### src/rtl/edge_event_arbiter_pkg.sv
// ---------------------------------------------------------------------------
// edge_evt_pkg
// Shared definitions for the edge event arbiter:
//   - default channel count and the derived channel-index width
//   - FSM state encoding for the offer state machine
//   - rr_pick: round-robin selection over a request vector
// ---------------------------------------------------------------------------
package edge_evt_pkg;

    localparam int N_CH_DEF = 4;
    localparam int ID_W_DEF = $clog2(N_CH_DEF);

    // Channel count is capped at 16, so the picker works on 16-bit vectors.
    localparam int N_CH_MAX = 16;

    typedef enum logic [0:0] {
        ST_IDLE  = 1'b0,
        ST_OFFER = 1'b1
    } arb_state_t;

    // Return the first set bit of pend, searching ptr, ptr+1, ... and
    // wrapping modulo n. Returns 0 when nothing is set (the caller only
    // uses the result when at least one request is present).
    function automatic logic [3:0] rr_pick(input logic [15:0] pend,
                                           input logic [3:0]  ptr,
                                           input int          n);
        logic [3:0] pick;
        logic       found;
        int         idx;
        pick  = 4'd0;
        found = 1'b0;
        idx   = 0;
        for (int k = 0; k < N_CH_MAX; k++) begin
            if (k < n) begin
                idx = (int'(ptr) + k) % n;
                if (!found && pend[idx[3:0]]) begin
                    pick  = idx[3:0];
                    found = 1'b1;
                end else begin
                    found = found;
                end
            end else begin
                found = found;
            end
        end
        return pick;
    endfunction

endpackage

### src/rtl/edge_event_arbiter_if.sv
// ---------------------------------------------------------------------------
// edge_evt_if
// Valid/ready event handshake between the arbiter and its consumer.
//   evt_valid : event offered (producer -> consumer)
//   evt_id    : channel index of the offered event (producer -> consumer)
//   evt_ready : consumer accepts when high together with evt_valid
// Modports: master = arbiter side, slave = consumer side.
// ---------------------------------------------------------------------------
interface edge_evt_if
    import edge_evt_pkg::*;
#(
    parameter int ID_W = ID_W_DEF
);
    logic            evt_valid;
    logic [ID_W-1:0] evt_id;
    logic            evt_ready;

    modport master (output evt_valid, output evt_id, input evt_ready);
    modport slave  (input evt_valid, input evt_id, output evt_ready);
endinterface

### src/rtl/edge_event_arbiter_edge_detect_cell.sv
// ---------------------------------------------------------------------------
// edge_detect_cell
// Rising-edge detector for one channel.
//   clk, rstn : clock, async active-low reset
//   in_bit    : level input, synchronous to clk
//   en_bit    : channel enable; masks the rise output
//   rise      : combinational, high for the cycle where in_bit is 1 and
//               was 0 on the previous clock
// The previous-value register resets to 1 so a level already high when
// reset releases is not mistaken for an edge.
// ---------------------------------------------------------------------------
module edge_detect_cell (
    input  logic clk,
    input  logic rstn,
    input  logic in_bit,
    input  logic en_bit,
    output logic rise
);

    logic prev_r;

    // Track the input level from the previous clock.
    always_ff @(posedge clk or negedge rstn) begin
        if (!rstn) begin
            prev_r <= 1'b1;
        end else begin
            prev_r <= in_bit;
        end
    end

    assign rise = in_bit & ~prev_r & en_bit;

endmodule

### src/rtl/edge_event_arbiter.sv
// ---------------------------------------------------------------------------
// edge_event_arbiter
// Latches rising edges on N_CH level inputs as pending events and serves
// them round-robin to one consumer over a valid/ready handshake.
//   clk, rstn : clock, async active-low reset
//   in_sig    : level inputs (N_CH)
//   ch_en     : per-channel enable; 0 masks detection and clears pending
//   evt       : handshake interface (evt_valid, evt_id, evt_ready)
//   pending   : latched events not yet offered
//   overflow  : sticky, edge arrived while channel already pending
//   ovf_clr   : pulse, clears all overflow bits (a same-cycle set wins)
//   evt_cnt   : accepted handshakes, wraps modulo 2^CNT_W
// ---------------------------------------------------------------------------
module edge_event_arbiter
    import edge_evt_pkg::*;
#(
    parameter int N_CH  = N_CH_DEF,
    parameter int ID_W  = $clog2(N_CH),
    parameter int CNT_W = 16
) (
    input  logic             clk,
    input  logic             rstn,
    input  logic [N_CH-1:0]  in_sig,
    input  logic [N_CH-1:0]  ch_en,
    edge_evt_if.master       evt,
    output logic [N_CH-1:0]  pending,
    output logic [N_CH-1:0]  overflow,
    input  logic             ovf_clr,
    output logic [CNT_W-1:0] evt_cnt
);

    logic [N_CH-1:0]  rise_s;
    logic [N_CH-1:0]  req_s;
    logic [N_CH-1:0]  grant_s;
    logic [ID_W-1:0]  winner_s;

    arb_state_t       state_r, state_nxt_s;
    logic             valid_r, valid_nxt_s;
    logic [ID_W-1:0]  id_r, id_nxt_s;
    logic [ID_W-1:0]  ptr_r, ptr_nxt_s;
    logic [CNT_W-1:0] cnt_r, cnt_nxt_s;
    logic [N_CH-1:0]  pend_r, pend_nxt_s;
    logic [N_CH-1:0]  ovf_r, ovf_nxt_s;

    genvar g;
    generate
        for (g = 0; g < N_CH; g++) begin : g_edge
            edge_detect_cell u_cell (
                .clk    (clk),
                .rstn   (rstn),
                .in_bit (in_sig[g]),
                .en_bit (ch_en[g]),
                .rise   (rise_s[g])
            );
        end
    endgenerate

    // Only enabled pending channels compete for the grant.
    assign req_s    = pend_r & ch_en;
    assign winner_s = ID_W'(rr_pick(16'(req_s), 4'(ptr_r), N_CH));

    // Offer FSM: next state, handshake outputs, pointer, counter, grant.
    always_comb begin
        state_nxt_s = state_r;
        valid_nxt_s = valid_r;
        id_nxt_s    = id_r;
        ptr_nxt_s   = ptr_r;
        cnt_nxt_s   = cnt_r;
        grant_s     = {N_CH{1'b0}};
        case (state_r)
            ST_IDLE: begin
                if (req_s != {N_CH{1'b0}}) begin
                    id_nxt_s    = winner_s;
                    valid_nxt_s = 1'b1;
                    grant_s     = {{(N_CH-1){1'b0}}, 1'b1} << winner_s;
                    state_nxt_s = ST_OFFER;
                end else begin
                    valid_nxt_s = 1'b0;
                end
            end
            ST_OFFER: begin
                // The offer is never withdrawn, even if ch_en drops.
                if (evt.evt_ready) begin
                    valid_nxt_s = 1'b0;
                    cnt_nxt_s   = cnt_r + CNT_W'(1);
                    state_nxt_s = ST_IDLE;
                    if (int'(id_r) == N_CH - 1) begin
                        ptr_nxt_s = {ID_W{1'b0}};
                    end else begin
                        ptr_nxt_s = id_r + ID_W'(1);
                    end
                end else begin
                    valid_nxt_s = 1'b1;
                end
            end
            default: begin
                state_nxt_s = ST_IDLE;
                valid_nxt_s = 1'b0;
            end
        endcase
    end

    // Pending and overflow next values; a rise beats a grant clear and an
    // overflow set beats ovf_clr.
    always_comb begin
        pend_nxt_s = pend_r;
        if (ovf_clr) begin
            ovf_nxt_s = {N_CH{1'b0}};
        end else begin
            ovf_nxt_s = ovf_r;
        end
        for (int i = 0; i < N_CH; i++) begin
            if (!ch_en[i]) begin
                pend_nxt_s[i] = 1'b0;
            end else if (rise_s[i]) begin
                pend_nxt_s[i] = 1'b1;
            end else if (grant_s[i]) begin
                pend_nxt_s[i] = 1'b0;
            end else begin
                pend_nxt_s[i] = pend_r[i];
            end
            if (rise_s[i] && pend_r[i] && !grant_s[i]) begin
                ovf_nxt_s[i] = 1'b1;
            end else begin
                ovf_nxt_s[i] = ovf_nxt_s[i];
            end
        end
    end

    // State, handshake and counter registers.
    always_ff @(posedge clk or negedge rstn) begin
        if (!rstn) begin
            state_r <= ST_IDLE;
            valid_r <= 1'b0;
            id_r    <= {ID_W{1'b0}};
            ptr_r   <= {ID_W{1'b0}};
            cnt_r   <= {CNT_W{1'b0}};
            pend_r  <= {N_CH{1'b0}};
            ovf_r   <= {N_CH{1'b0}};
        end else begin
            state_r <= state_nxt_s;
            valid_r <= valid_nxt_s;
            id_r    <= id_nxt_s;
            ptr_r   <= ptr_nxt_s;
            cnt_r   <= cnt_nxt_s;
            pend_r  <= pend_nxt_s;
            ovf_r   <= ovf_nxt_s;
        end
    end

    assign evt.evt_valid = valid_r;
    assign evt.evt_id    = id_r;
    assign pending       = pend_r;
    assign overflow      = ovf_r;
    assign evt_cnt       = cnt_r;

endmodule

### src/flat_wrapper.sv
// flat-port wrapper written by rule: the top's interface ports become plain ports
module edge_event_arbiter_flat import edge_evt_pkg::*;
#(
    parameter int N_CH  = N_CH_DEF,
    parameter int ID_W  = $clog2(N_CH),
    parameter int CNT_W = 16
)
  (clk, rstn, in_sig, ch_en, pending, overflow, ovf_clr, evt_cnt, evt_evt_valid, evt_evt_id, evt_evt_ready);
  edge_evt_if #(.ID_W(ID_W)) evt_i ();
  input  logic clk;
  input  logic rstn;
  input  logic [N_CH-1:0] in_sig;
  input  logic [N_CH-1:0] ch_en;
  output logic [N_CH-1:0] pending;
  output logic [N_CH-1:0] overflow;
  input  logic ovf_clr;
  output logic [CNT_W-1:0] evt_cnt;
  output wire logic [$bits(evt_i.evt_valid)-1:0] evt_evt_valid;
  output wire logic [$bits(evt_i.evt_id)-1:0] evt_evt_id;
  input wire logic [$bits(evt_i.evt_ready)-1:0] evt_evt_ready;
  assign evt_evt_valid = evt_i.evt_valid;
  assign evt_evt_id = evt_i.evt_id;
  assign evt_i.evt_ready = evt_evt_ready;
  edge_event_arbiter #(.N_CH(N_CH), .ID_W(ID_W), .CNT_W(CNT_W)) u_core (.clk(clk), .rstn(rstn), .in_sig(in_sig), .ch_en(ch_en), .evt(evt_i), .pending(pending), .overflow(overflow), .ovf_clr(ovf_clr), .evt_cnt(evt_cnt));
endmodule
### config.mk
export PLATFORM = sky130hd
export DESIGN_NAME = edge_event_arbiter_flat
export DESIGN_NICKNAME = d
export VERILOG_FILES = /design/src/rtl/edge_event_arbiter_pkg.sv /design/src/rtl/edge_event_arbiter_if.sv /design/src/rtl/edge_event_arbiter_edge_detect_cell.sv /design/src/rtl/edge_event_arbiter.sv /design/src/flat_wrapper.sv
export SDC_FILE = /design/constraint.sdc
export NUM_CORES = 1
export LEC_CHECK = 0
export BUFFER_PORTS_ARGS = -buffer_cell sky130_fd_sc_hd__buf_2
export CORE_MARGIN = 1
export CORE_UTILIZATION = 50
export DETAILED_ROUTE_END_ITERATION = 6
export HOLD_SLACK_MARGIN = 0.15
export PLACE_DENSITY_LB_ADDON = 0.1
export SLEW_MARGIN = 20
export SYNTH_ARGS = -nofsm -noshare
export SYNTH_HDL_FRONTEND = slang
export SYNTH_HIERARCHICAL = 1
export SYNTH_SLANG_ARGS = --single-unit
### constraint.sdc
create_clock -name clk -period 1.9 [get_ports clk]
set_input_delay 0.19 -clock clk [delete_from_list [all_inputs] [get_ports clk]]
set_output_delay 0.19 -clock clk [all_outputs]
set_load 0.1 [all_outputs]
; ---- Yosys cells after proc, flatten, opt, wreduce, memory -nomap -nowiden
; Index checks and enable logic that the tools add are counted.
[word_totals]
output_inout_bits = 27
ff_bits = 33
wordCells = 114
[classes]
shifts = 1
n_bitwise = 17
add_sub_neg = 5
eq_ne = 5
muxes = 38
reduce_logical = 28
n_lt_le_gt_ge = 4
[ops]
columns = cell, n
row1 = two-way mux 1 bit, 25
row2 = adder 16 x 1 -> 16 bit (second input constant), 1
row3 = < comparator 4 x 5 -> 1 bit (second input constant), 3
row4 = two-way mux 4 bit, 3
row5 = != test 3 x 1 -> 1 bit (second input constant), 4
row6 = logical AND 1 bit, 11
row7 = two-way mux 2 bit, 5
row8 = binary-select mux 1 bit (select 3 bit), 3
row9 = bitwise AND 1 bit, 8
row10 = nonzero test 2 bit, 4
row11 = logical NOT 1 bit, 7
row12 = OR reduction 2 bit, 3
row13 = < comparator 2 x 5 -> 1 bit (second input constant), 1
row14 = NOT 1 bit, 5
row15 = adder 2 x 1 -> 2 bit (second input constant), 2
row16 = adder 2 bit (second input constant), 2
row17 = bitwise AND 4 bit, 1
row18 = AND reduction 2 bit, 2
row19 = nonzero test 4 bit, 1
row20 = left shift 1 x 2 -> 4 bit (first input constant), 1
row21 = bitwise AND 1 bit (first input constant), 3
row22 = binary-select mux 1 bit (select 2 bit), 1
row23 = == test 2 x 1 -> 1 bit (second input constant), 1
row24 = one-hot mux 1 bit (2 select lines), 1

; ---- Depth between registers and ports, before layout
; Gate-level depths: netlist of run 1.
[depth]
ltp_word = 19
mapped_depth = 5

; ---- Hierarchy
; Netlist of run 1, hierarchy kept.
[modules_own_cells]
columns = mod, area_per_inst_um2, cells_per_inst, n_inst, seq_area_each_um2
row1 = edge_event_arbiter, 1383.8, 128, 1, 725.7
row2 = edge_detect_cell, 35.0, 2, 4, 26.3

; ---- Worst setup path after synthesis of run 1
; OpenSTA, ideal clock, no wires.
[synth_path]
path_kind = flip-flop to flip-flop
from = register u_core/evt.evt_valid (netlist name)
to = register u_core.cnt_r[9] (netlist: u_core/evt_cnt[9])
t_arrival_ns = 1.931
path_slack_ns = -0.189
stages_incl_launch_ff = 6
path_cell_list = dfrtp_1 clkbuf_2 nand4_1 nor2_1 nand4_1 xnor2_1
[synth_lines]
columns = element, line
row1 = end signal: assignment, edge_event_arbiter.sv:137  ; cnt_r <= {CNT_W{1'b0}};
row2 = end signal: assignment, edge_event_arbiter.sv:145  ; cnt_r <= cnt_nxt_s;
row3 = end: declaration, edge_event_arbiter.sv:41  ; logic [CNT_W-1:0] cnt_r, cnt_nxt_s;

; ---- Final worst setup path of run 1
[layout_path]
from = input port ch_en[0]
to = register u_core.id_r[0] (netlist: u_core/evt.evt_id[0])
[layout_via]
elab_chain_len = 13
word_cells_on_any_way = 24
cone_classes = mux: 15 / bitwise: 1 / reduce/logical: 8
[layout_lines]
columns = element, line
row1 = start: declaration, flat_wrapper.sv:13  ; input logic [N_CH-1:0] ch_en;
row2 = bitwise AND 4 bit (*), edge_event_arbiter.sv:59  ; assign req_s = pend_r & ch_en;
row3 = binary-select mux 1 bit (select 2 bit), edge_event_arbiter_pkg.sv:36  ; if (!found && pend[idx[3:0]]) begin
row4 = two-way mux 1 bit (implied by the code), edge_event_arbiter_pkg.sv:36
row5 = two-way mux 1 bit, edge_event_arbiter_pkg.sv:36
row6 = logical NOT 1 bit, edge_event_arbiter_pkg.sv:36
row7 = logical AND 1 bit, edge_event_arbiter_pkg.sv:36
row8 = two-way mux 1 bit, edge_event_arbiter_pkg.sv:36
row9 = logical NOT 1 bit, edge_event_arbiter_pkg.sv:36
row10 = logical AND 1 bit, edge_event_arbiter_pkg.sv:36
row11 = two-way mux 1 bit, edge_event_arbiter_pkg.sv:36
row12 = logical NOT 1 bit, edge_event_arbiter_pkg.sv:36
row13 = logical AND 1 bit, edge_event_arbiter_pkg.sv:36
row14 = two-way mux 2 bit, edge_event_arbiter_pkg.sv:36
row15 = end signal: assignment, edge_event_arbiter.sv:135  ; id_r <= {ID_W{1'b0}};
row16 = end signal: assignment, edge_event_arbiter.sv:143  ; id_r <= id_nxt_s;
row17 = end: declaration, edge_event_arbiter.sv:39  ; logic [ID_W-1:0] id_r, id_nxt_s;
; Every way passes the cells marked *; elsewhere a longest branch is shown, timed or not. The select of a mux whose other input is x is not followed.
; A chain may end at the register's enable or synchronous reset.

==> impl_metrics.csv, run 1 <==
group,metric,value,unit
sta,tns,0,ns
clock_tree,cts.sinks,33,
global_routing,grt_max_degree,34,
critical_path,worstSetupEndpointType,"register",
critical_path,cpPeakStageDelay,0.53,ns
power,pwr-share-clk,0.210,
clock_tree,cts_hold_buf,9,
clock_tree,cts_buffer_depth,2,
critical_path,required,2.12,ns
route,viasPerCell,5.60,
route,wirelength,3170,um
clock_tree,post_cts_buffers,0,
logic_synthesis,synthCells,136,
power,totalPowerFinal,2.60,mW
critical_path,r2r_end,"u_core/evt.evt_id[0]$_DFFE_PN0P_",
route,wl_met2,1440,um
layout,final_cell_area,1930,um^2
clock_tree,root_buffer,"clkbuf_4",
route,wl_per_cell,14.4,um
power,powerDensity,1350,nW/um^2
run_status,status,"complete, but fails checks",
clock_tree,numCtsBuffers,5,
logic_synthesis,ys_seq_elements,33,
run_status,violations,"DRC",
power,seqPwrFrac,0.381,
sta,fin_crit_sh,0.841,
min_path,min_from,"evt_evt_ready",
logic_synthesis,ys_async_sr_fraction,1.00,
critical_path,reg2reg_from,"u_core/pending[0]$_DFFE_PN0P_",
global_routing,track_usage,0.215,
clock_tree,clk_latency,0.33,ns
global_routing,grt_pass1_vias,1092,
sta,slew_headroom,0.520,
route,dr.pass1.iters,6,
sta,fmax,626,MHz
power,sw_frac_of_total,0.471,
critical_path,cp_cell_sequence,"dlygate4sd3_1, buf_2, nand2_1, o31ai_1, nor3_2, mux2_2",
sta,setup_viol,0,
route,ant_nets,0,
logic_synthesis,ys_warn_count,6,
route,met1_length,1480,um
critical_path,worstPathArrival,1.82,ns
floorplanning,dieArea,3270,um^2
sta,final-hold-violation-count,0,
power,comb_power_share,0.410,
layout,fin_util,0.681,
clock_tree,htree_levels,2,
critical_path,cp_slowest_cell,"dlygate4sd3_1",
min_path,hold_class,"in -> reg",
clock_tree,path_clk_slew,0.10,ns
place,dp_hpwl,2230,um
route,remaining_drc_errors,2,
logic_synthesis,synth-edff-count,0,
sta,rsz0062_at_grt,"false",
critical_path,crit_path_max_fanout,5,
logic_synthesis,yosysSeqAreaShare,0.545,
route,routed-wl-met3,183,um
critical_path,r2r_slack,0.42,ns
floorplanning,dieWidth,57.2,um
layout,diodes,0,
critical_path,reg2regPathDepth,4,
floorplanning,initial_core_util,0.539,
place,portBuffers,38,
route,drtIter0Drc,55,
power,leakage,0.948,nW
logic_synthesis,syn_nets,150,
logic_synthesis,yosysUniqueCellTypes,33,
min_path,min_to,"u_core/evt_cnt[2]$_DFFE_PN0P_",
clock_tree,cts_tree,"done",
critical_path,path_class,"in -> reg",
sta,post-route-min-period,1.60,ns
floorplanning,rows,19,
sta,worstMarginPinSlew,0.720,ns
layout,nets,202,
global_routing,antenna_found_initial,0,
logic_synthesis,synth_ff_type,"dfrtp_1",
power,intPower,1.38,mW
place,postPlaceCellArea,1750,um^2
global_routing,grt-ovfl-total,0,
sta,finClkSkew,0.00676,ns
logic_synthesis,netlist_area,1520,um^2
min_path,holdPathStages,3,
power,ir_worst_vdd,1.19,mV
power,p_switching,1.23,mW
floorplanning,die_y,57.2,um
floorplanning,core_area,2830,um^2
floorplanning,io-pin-count,39,
global_routing,grt_pass1_wl,5240,um
route,highest_layer,"met4",
logic_synthesis,postSynthAreaPerCell,11.2,um^2
critical_path,critPathLaunchType,"input port",
clock_tree,cts_resized,0,
run,maxCapViolCount,0,
route,vias,1233,
sta,slew_viol_final,0,
place,place.gp.congestion,0.873,
layout,syn_to_final_growth,26.4,%
layout,drive_gt1_frac,0.360,
==> routing by layer <==
layer / GRT usage / vias up
met2: 0.301 / 37
met5: 0 / -
met3: 0.0726 / 7
li1: - / 597
met1: 0.306 / 592
met4: 0.0941 / 0
==> per-stage QoR <==
step / hold slack, ns / cells / worst slack (ns)
2_1_floorplan: -0.106 / 136 / 0.00692
3_3_place_gp: 0.274 / 203 / 0.507
3_5_place_dp: 0.291 / 203 / 0.488
4_1_cts: 0.151 / 220 / 0.399
5_1_grt: 0.162 / 220 / 0.277
6_report: 0.169 / 220 / 0.302
==> registers in the layout (all words and copies together) (netlist names) <==
signal                       cells
u_core/evt_cnt                  16
u_core/g_edge.u_cell/prev_r      4
u_core/overflow                  4
u_core/pending                   4
u_core/evt.evt_id                2
u_core/ptr_r                     2
u_core/evt.evt_valid             1
==> power groups by stage <==
stage	Sequential, mW	Clock [mW]	Combinational [mW]
4_1_cts	0.988	0.558	1.07
3_5_place_dp	1.00	0	1.05
2_1_floorplan	1.60	0	0.289
6_report	0.991	0.546	1.07
5_1_grt	1.01	0.584	1.12
3_3_place_gp	0.987	0	1.05
==> layout make-up <==
type	count	area (um^2)
fillers	229	902
flip-flops and latches	33	846
multi-input cells	100	673
repair buffers	47	280
clock buffers	7	55.1
well taps	31	38.8
clock inverters	1	30.0
inverters	1	3.75
==> synth_stat cells, drive strengths merged, types with 3 or more instances <==
master,number,area (um^2)
a21o,5,37.5
a21oi,5,25.0
a31oi,6,37.5
and3b,4,35.0
dfrtp,29,726
dfstp,4,105
mux2,3,33.8
nand2,11,41.3
nand2b,3,18.8
nand3,5,30.0
nand4,6,37.5
nor2,11,41.3
nor2b,3,18.8
o21ai,5,25.0
xnor2,10,87.6
xor2,5,43.8
==> worst max-delay path, delay by kind of cell <==
family                 cells  cell delay [ns]
multiplexers               1             0.28
AO/OA/AOI/OAI              1             0.40
buffers and inverters      2             0.67
AND/OR/NAND/NOR            2             0.28
==> kinds of logic after synthesis <==
logic type	after synthesis	synth area share
mux	3	0.0222
simple gates	50	0.186
compound gates	30	0.131
xor+xnor	15	0.0862
fa+ha+maj	2	0.0164
flops	33	0.545
buf+inv	3	0.0131
==> cell usage in the layout (no fill, tap or decap), drive strengths merged, types with 2 or more instances in the layout <==
cell type    Yosys  routed
o21ai            5       5
nand3            5       5
ha               2       2
buf              1      38
mux2             3       3
and3b            4       4
clkbuf           1       7
dfrtp           29      29
xnor2           10      10
dlygate4sd3      0       9
nand4            6       6
a21oi            5       5
xor2             5       5
a31oi            6       6
dfstp            4       4
o31ai            2       2
nor2b            3       3
nor2            11      11
and4             2       2
nand2b           3       3
a41oi            2       2
a21boi           2       2
nand2           11      11
a21o             5       5
==> worst max path at each step <==
stage	startpoint	to	slack [ns]	depth (start not counted)
finish	ch_en[0]	u_core/evt.evt_id[0]$_DFFE_PN0P_	0.30	6
global route	ch_en[0]	u_core/evt.evt_id[0]$_DFFE_PN0P_	0.28	6
CTS	ch_en[1]	u_core/evt.evt_id[0]$_DFFE_PN0P_	0.40	6
detailed placement	u_core/evt_cnt[0]$_DFFE_PN0P_	u_core/evt_cnt[12]$_DFFE_PN0P_	0.49	5
global placement	u_core/pending[1]$_DFFE_PN0P_	u_core/evt.evt_id[0]$_DFFE_PN0P_	0.51	4
floorplan	u_core/evt_cnt[4]$_DFFE_PN0P_	u_core/evt_cnt[12]$_DFFE_PN0P_	0.007	4
Note: power is estimated with default switching activity, not from simulation.
==> run 2, diff against run 1 <==
--- a/config.mk
+++ b/config.mk
@@ -7,7 +7,7 @@
 export LEC_CHECK = 0
 export BUFFER_PORTS_ARGS = -buffer_cell sky130_fd_sc_hd__buf_2
 export CORE_MARGIN = 1
-export CORE_UTILIZATION = 50
+export CORE_UTILIZATION = 47
 export DETAILED_ROUTE_END_ITERATION = 6
 export HOLD_SLACK_MARGIN = 0.15
 export PLACE_DENSITY_LB_ADDON = 0.1
==> constraint.sdc (replaced) <==
create_clock -name clk -period 1.4 [get_ports clk]
set_input_delay 0.14 -clock clk [delete_from_list [all_inputs] [get_ports clk]]
set_output_delay 0.14 -clock clk [all_outputs]
set_load 0.1 [all_outputs]
==> run 2 against run 1 <==
Clock-buffer cell count stayed put. Via count rose by 3.1%. Die area rose by 6.2%. Highest routed layer unchanged. Register-to-register slack got worse by 0.40 ns. Clock skew up 0.0049 ns. Final area increased by 14%. Sequential share of layout area decreased by 2.9 points. The flow now finishes without violations. Largest power group unchanged. Critical path depth fell by 2. Total power increased by 46%. Clock power rose by 37%. Sequential power is 44% higher.
==> impl_metrics.csv, run 2 (synthesized netlist as in run 1, its figures left out) <==
group,metric,value,unit
floorplanning,dieWidth,58.9,um
clock_tree,root_buffer,"clkbuf_4",
route,wirelength,3390,um
layout,drive_gt1_frac,0.515,
layout,largest_reg_flops,16,
min_path,min_to,"u_core/pending[1]$_DFFE_PN0P_",
critical_path,critPathLaunchType,"register",
critical_path,worstSetupEndpointType,"register",
global_routing,grt_pass1_wl,5520,um
critical_path,cp_slowest_cell,"dfrtp_4",
min_path,min_from,"ch_en[1]",
power,ir_worst_vdd,1.45,mV
power,intPower,2.04,mW
sta,worstMarginPinSlew,0.497,ns
layout,nFillCells,226,
route,drtIter0Drc,57,
layout,diodes,0,
floorplanning,die_y,58.9,um
critical_path,r2r_end,"u_core/overflow[2]$_DFFE_PN0P_",
floorplanning,io-pin-count,39,
power,sw_frac_of_total,0.465,
min_path,holdPathStages,3,
power,comb_power_share,0.427,
clock_tree,htree_levels,2,
layout,instances_no_fill,240,
sta,fin_hold_ws,0.0790,ns
sta,post-route-min-period,1.38,ns
sta,fmax,723,MHz
place,dp_hpwl,2360,um
clock_tree,cts_tree,"done",
critical_path,cpPeakStageDelay,0.53,ns
sta,setup_viol,0,
sta,slew_viol_final,0,
run,maxCapViolCount,0,
floorplanning,initial_core_util,0.499,
critical_path,reg2regPathDepth,4,
floorplanning,dieArea,3470,um^2
route,remaining_drc_errors,0,
sta,final-hold-violation-count,0,
global_routing,grt-ovfl-total,0,
global_routing,grt_max_degree,20,
power,leakage,1.00,nW
global_routing,grt_pass1_vias,1214,
floorplanning,core_area,3050,um^2
clock_tree,cts_buffer_depth,2,
sta,finClkSkew,0.0116,ns
critical_path,path_class,"reg -> reg",
power,seqPwrFrac,0.376,
clock_tree,clk_latency,0.34,ns
critical_path,reg2reg_from,"u_core/pending[0]$_DFFE_PN0P_",
min_path,hold_class,"in -> reg",
critical_path,required,1.66,ns
run_status,status,"completed",
clock_tree,path_clk_slew,0.10,ns
sta,fin_crit_sh,0.988,
layout,syn_to_final_growth,43.8,%
critical_path,r2r_slack,0.02,ns
clock_tree,numCtsBuffers,5,
place,placedCellCount,220,
route,dr.pass1.iters,4,
layout,layout_commonest_cell,"buf_2",
global_routing,antenna_found_initial,0,
route,wl_per_cell,14.1,um
floorplanning,rows,20,
route,ant_nets,0,
clock_tree,cts_hold_buf,10,
critical_path,crit_path_max_fanout,5,
place,portBuffers,38,
critical_path,worstPathArrival,1.64,ns
route,vias,1271,
global_routing,track_usage,0.220,
sta,slew_headroom,0.671,
power,pwr-share-clk,0.197,
critical_path,cp_cell_sequence,"nand3_2, a32oi_2, or3_4, a31oi_1",
power,powerDensity,1740,nW/um^2
route,viasPerCell,5.30,
place,place.gp.congestion,0.771,
power,p_switching,1.77,mW
clock_tree,cts.sinks,33,
layout,nets,209,
sta,rsz0062_at_grt,"true",
layout,mostFrequentLayoutCells,"31 x buf_2, 15 x dfrtp_4, 10 x clkbuf_4, 10 x dlygate4sd3_1, 10 x xnor2_1",
## run 2: final cells by class
| class | count | area, um^2 | share of cell area |
|---|---|---|---|
| clock buffer | 7 | 55.1 | 0.0251 |
| clock inverter | 1 | 30.0 | 0.0137 |
| inverter | 1 | 3.75 | 0.00171 |
| multi-input combinational | 100 | 783 | 0.358 |
| sequential | 33 | 898 | 0.410 |
| tap | 44 | 55.1 | 0.0251 |
| timing repair buffer | 54 | 365 | 0.167 |
## run 2: what timing repair did
item                                    in CTS  in global routing
resized for setup                            3                 11
hold endpoints to repair                    41                  1
setup buffers                                0                  3
endpoints found under the setup margin       4                 14
pin swaps                                    0                  5
## run 2: worst max path at each step
stage               depth (start not counted)                          endpoint                      startpoint
floorplan                                   5    u_core/evt_cnt[15]$_DFFE_PN0P_  u_core/evt.evt_valid$_DFF_PN0_
global placement                            5  u_core/evt.evt_id[0]$_DFFE_PN0P_     u_core/ptr_r[1]$_DFFE_PN0P_
detailed placement                          5  u_core/evt.evt_id[0]$_DFFE_PN0P_     u_core/ptr_r[1]$_DFFE_PN0P_
CTS                                         5  u_core/evt.evt_id[0]$_DFFE_PN0P_   u_core/pending[1]$_DFFE_PN0P_
global route                                4    u_core/overflow[2]$_DFFE_PN0P_   u_core/pending[0]$_DFFE_PN0P_
finish                                      4    u_core/overflow[2]$_DFFE_PN0P_   u_core/pending[0]$_DFFE_PN0P_
## run 2: layer usage
metal | wire [um] | global-route usage | vias up
met5 | 0 | 0 | -
met1 | 1570 | 0.297 | 611
li1 | - | - | 607
met4 | 55 | 0.109 | 0
met3 | 203 | 0.0593 | 6
met2 | 1570 | 0.326 | 47
## run 2: through the flow
stage                     area (um^2)   util  setup WS (ns)  power, mW   TNS [ns]
final                            2190  0.718         0.0175       3.81          0
after global routing             2190  0.718        -0.0508       3.98     -0.190
after CTS                        2140  0.700      -0.000666       3.76  -0.000666
after detailed placement         1940  0.637        -0.0270       2.96    -0.0270
after global placement           1940  0.637        0.00558       2.92          0
after floorplan                  1680      -         -0.194       2.69      -1.33
## run 2: power by group through the flow
| stage | logic [mW] | registers [mW] | clock network [mW] |
|---|---|---|---|
| 3_5_place_dp | 1.53 | 1.43 | 0 |
| 4_1_cts | 1.57 | 1.42 | 0.773 |
| 3_3_place_gp | 1.50 | 1.41 | 0 |
| 2_1_floorplan | 0.442 | 2.25 | 0 |
| 5_1_grt | 1.70 | 1.47 | 0.803 |
| 6_report | 1.63 | 1.43 | 0.750 |
## run 2: worst max-delay path, delay by kind of cell, from the launching register on
kind | cells | cell delay, ns
AND/OR/NAND/NOR | 2 | 0.50
flip-flops | 1 | 0.53
AO/OA/AOI/OAI | 2 | 0.27
==> run 3, diff against run 2 <==
--- a/config.mk
+++ b/config.mk
@@ -10,7 +10,8 @@
 export CORE_UTILIZATION = 47
 export DETAILED_ROUTE_END_ITERATION = 6
 export HOLD_SLACK_MARGIN = 0.15
-export PLACE_DENSITY_LB_ADDON = 0.1
+export PLACE_DENSITY = 0.75
+export SKIP_LAST_GASP = 1
 export SLEW_MARGIN = 20
 export SYNTH_ARGS = -nofsm -noshare
 export SYNTH_HDL_FRONTEND = slang
==> constraint.sdc (replaced) <==
create_clock -name clk -period 1.18 [get_ports clk]
set_input_delay 0.118 -clock clk [delete_from_list [all_inputs] [get_ports clk]]
set_output_delay 0.118 -clock clk [all_outputs]
set_load 0.1 [all_outputs]
==> run 3 against run 2 <==
The run now fails in 4_1_cts. Synthesized cell count did not move. Synthesized area stayed put.
==> impl_metrics.csv, run 3 <==
group,metric,value,unit
run_status,status,"aborted with a tool error",
run_status,stop_stage,"4_1_cts",
run_status,firstError,"[ERROR DPL-0033] detailed placement checks failed during check placement.",
floorplanning,io-pin-count,39,
clock_tree,cts.sinks,33,
logic_synthesis,synth_most_common_cell,"dfrtp_1",
logic_synthesis,netlist_area,1520,um^2
floorplanning,rows,20,
logic_synthesis,synth_top_cell_by_area,"dfrtp_1",
logic_synthesis,ys_seq_elements,33,
logic_synthesis,synth_ff_type,"dfrtp_1",
floorplanning,die_y,58.9,um
logic_synthesis,ys_warn_count,6,
clock_tree,cts_buffer_depth,2,
clock_tree,root_buffer,"clkbuf_4",
logic_synthesis,synthCells,136,
clock_tree,numCtsBuffers,5,
place,place.gp.congestion,0.878,
place,dp_hpwl,3410,um
logic_synthesis,postSynthAreaPerCell,11.2,um^2
floorplanning,dieWidth,58.9,um
logic_synthesis,synthTopCellsByArea,"dfrtp_1 48%, dfstp_2 6.9%, xnor2_1 5.7%",
logic_synthesis,yosysSeqAreaShare,0.545,
logic_synthesis,synth-edff-count,0,
place,pre_cts_ws,-0.256,ns
place,postPlaceCellArea,2560,um^2
logic_synthesis,syn_nets,150,
logic_synthesis,synth.top_cells.by_count,"29 x dfrtp_1, 11 x nand2_1, 11 x nor2_1",
logic_synthesis,yosysUniqueCellTypes,33,
clock_tree,cts_hold_buf,10,
logic_synthesis,ys_async_sr_fraction,1.00,
place,portBuffers,38,
clock_tree,cts_resized,29,
logic_synthesis,netlist.area_leader.share,0.476,
floorplanning,initial_core_util,0.499,
clock_tree,post_cts_buffers,14,
clock_tree,htree_levels,2,
==> run 3: stage by stage <==
stage,setup TNS [ns],std cells,utilization
detailed placement,-2.50,250,0.839
floorplan,-6.34,136,-
global placement,-1.57,250,0.839
==> run 3: cells by family after synthesis <==
group | count (synthesis) | share of synthesized area
AO/OA/AOI/OAI | 30 | 0.131
XOR/XNOR | 15 | 0.0862
AND/OR/NAND/NOR | 50 | 0.186
flip-flops | 33 | 0.545
multiplexers | 3 | 0.0222
adder cells (fa/ha/maj) | 2 | 0.0164
buffers and inverters | 3 | 0.0131
==> run 4, diff against run 3 <==
--- a/config.mk
+++ b/config.mk
@@ -7,10 +7,9 @@
 export LEC_CHECK = 0
 export BUFFER_PORTS_ARGS = -buffer_cell sky130_fd_sc_hd__buf_2
 export CORE_MARGIN = 1
-export CORE_UTILIZATION = 47
+export CORE_UTILIZATION = 35
 export DETAILED_ROUTE_END_ITERATION = 6
-export HOLD_SLACK_MARGIN = 0.15
-export PLACE_DENSITY = 0.75
+export PLACE_DENSITY_LB_ADDON = 0.15
 export SKIP_LAST_GASP = 1
 export SLEW_MARGIN = 20
 export SYNTH_ARGS = -nofsm -noshare
==> constraint.sdc (replaced) <==
create_clock -name clk -period 1.53 [get_ports clk]
set_input_delay 0.153 -clock clk [delete_from_list [all_inputs] [get_ports clk]]
set_output_delay 0.153 -clock clk [all_outputs]
set_load 0.1 [all_outputs]
==> run 4 against run 3 <==
The run now ends clean.
==> impl_metrics.csv, run 4 (synthesized netlist as in run 1, its figures left out) <==
group,metric,value,unit
run_status,status,"completed",
route,drtIter0Drc,82,
layout,nets,199,
min_path,min_to,"u_core/pending[2]$_DFFE_PN0P_",
global_routing,grt_pass1_vias,1209,
sta,slew_viol_final,0,
floorplanning,dieArea,4620,um^2
clock_tree,cts_tree,"done",
sta,layout_setup_ws,0.111,ns
sta,slew_headroom,0.674,
sta,post-route-min-period,1.42,ns
route,wirelength,3250,um
critical_path,path_delay_family,"simple AND/OR/NAND/NOR gates",
power,ir_worst_vdd,2.00,mV
sta,fin_hold_ws,0.144,ns
clock_tree,root_buffer,"clkbuf_8",
critical_path,r2r_end,"u_core/overflow[2]$_DFFE_PN0P_",
global_routing,grt_pass1_wl,5510,um
place,dp_hpwl,2340,um
route,ant_nets,0,
floorplanning,die_y,68.0,um
critical_path,cp_cell_sequence,"nand2_1, o31ai_2, or3_4, a31oi_1",
critical_path,r2r_slack,0.11,ns
place,postPlaceCellArea,1860,um^2
floorplanning,dieWidth,68.0,um
layout,diodes,0,
clock_tree,post_cts_buffers,0,
critical_path,required,1.73,ns
global_routing,grt-ovfl-total,0,
clock_tree,cts_buffer_depth,2,
place,place.gp.congestion,0.811,
layout,syn_to_final_growth,32.1,%
layout,largest_reg_flops,16,
sta,final-hold-violation-count,0,
floorplanning,initial_core_util,0.373,
route,vias,1208,
min_path,holdPathStages,3,
global_routing,track_usage,0.165,
route,viasPerCell,5.12,
clock_tree,cts.sinks,33,
min_path,min_from,"ch_en[2]",
sta,fmax,705,MHz
critical_path,reg2reg_from,"u_core/pending[0]$_DFFE_PN0P_",
critical_path,cp_slowest_cell,"dfrtp_4",
sta,tns,0,ns
critical_path,critPathLaunchType,"register",
place,portBuffers,38,
global_routing,antenna_found_initial,0,
layout,mostFrequentLayoutCells,"38 x buf_2, 14 x dfrtp_4, 10 x nand2_1, 10 x xnor2_1, 9 x nor2_1",
run,maxCapViolCount,0,
global_routing,grt_max_degree,34,
clock_tree,numCtsBuffers,5,
route,remaining_drc_errors,0,
sta,setup_viol,0,
power,leakage,0.940,nW
critical_path,reg2regPathDepth,4,
critical_path,crit_path_max_fanout,5,
power,powerDensity,1650,nW/um^2
critical_path,crit_buf_inv,0,
floorplanning,core_area,4090,um^2
sta,finClkSkew,0.00346,ns
min_path,hold_class,"in -> reg",
layout,final_cell_area,2010,um^2
route,dr.pass1.iters,4,
sta,worstMarginPinSlew,0.493,ns
floorplanning,io-pin-count,39,
clock_tree,path_clk_slew,0.06,ns
clock_tree,clk_latency,0.27,ns
sta,fin_crit_sh,0.927,
critical_path,cpPeakStageDelay,0.50,ns
critical_path,worstSetupEndpointType,"register",
critical_path,path_class,"reg -> reg",
floorplanning,rows,23,
sta,rsz0062_at_grt,"false",
critical_path,worstPathArrival,1.62,ns
place,pre_cts_ws,0.123,ns
layout,drive_gt1_frac,0.457,
layout,layout_commonest_cell,"buf_2",
clock_tree,htree_levels,2,
route,wl_per_cell,13.8,um
==> run 4: worst register-to-register path: stages, from the launching register on <==
cell,delay (ns)
dfrtp_4,0.50
nand2_1,0.18
o31ai_2,0.10
or3_4,0.40
a31oi_1,0.17
==> run 4: layout make-up <==
type,instances,area (um^2)
Inverter,1,3.75
Sequential cell,33,892
Fill cell,392,2070
Clock buffer,7,96.3
Tap cell,50,62.6
Multi-Input combinational cell,100,693
Timing Repair Buffer,44,260
Clock inverter,1,5.00
==> run 4: worst max-delay path by stage <==
| stage | start | to | cells past startpoint |
|---|---|---|---|
| floorplan | u_core/evt.evt_valid$_DFF_PN0_ | u_core/evt_cnt[15]$_DFFE_PN0P_ | 5 |
| global placement | u_core/pending[0]$_DFFE_PN0P_ | u_core/overflow[0]$_DFFE_PN0P_ | 4 |
| detailed placement | u_core/pending[0]$_DFFE_PN0P_ | u_core/overflow[2]$_DFFE_PN0P_ | 4 |
| CTS | u_core/pending[0]$_DFFE_PN0P_ | u_core/overflow[2]$_DFFE_PN0P_ | 4 |
| global route | u_core/pending[0]$_DFFE_PN0P_ | u_core/overflow[0]$_DFFE_PN0P_ | 4 |
| finish | u_core/pending[0]$_DFFE_PN0P_ | u_core/overflow[2]$_DFFE_PN0P_ | 4 |
==> run 4: routing by layer <==
metal	part of all wire	track usage	wire (um)
met4	0.0071	0.0833	23
met3	0.046	0.0450	148
met1	0.48	0.210	1550
met5	0	0	0
met2	0.47	0.254	1530
==> run 4: metrics by stage <==
step | util | total power, mW | instances
final | 0.493 | 3.33 | 236
after global routing | 0.493 | 3.51 | 236
after CTS | 0.492 | 3.37 | 236
after floorplan | - | 2.43 | 136
after global placement | 0.455 | 2.61 | 223
after detailed placement | 0.455 | 2.63 | 223
==> run 4: power by group <==
group	internal (mW)	leakage, nW	switching (mW)	total [mW]
clock network	0.406	0.0542	0.294	0.700
logic	0.290	0.490	1.04	1.33
registers	1.08	0.396	0.210	1.29
==> run 4: what timing repair did <==
item / 4_1_cts / 5_1_grt
hold buffers: 5 / 0
setup endpoints to repair: 0 / 1
gates resized for setup: 0 / 1
hold endpoints to repair: 33 / 0
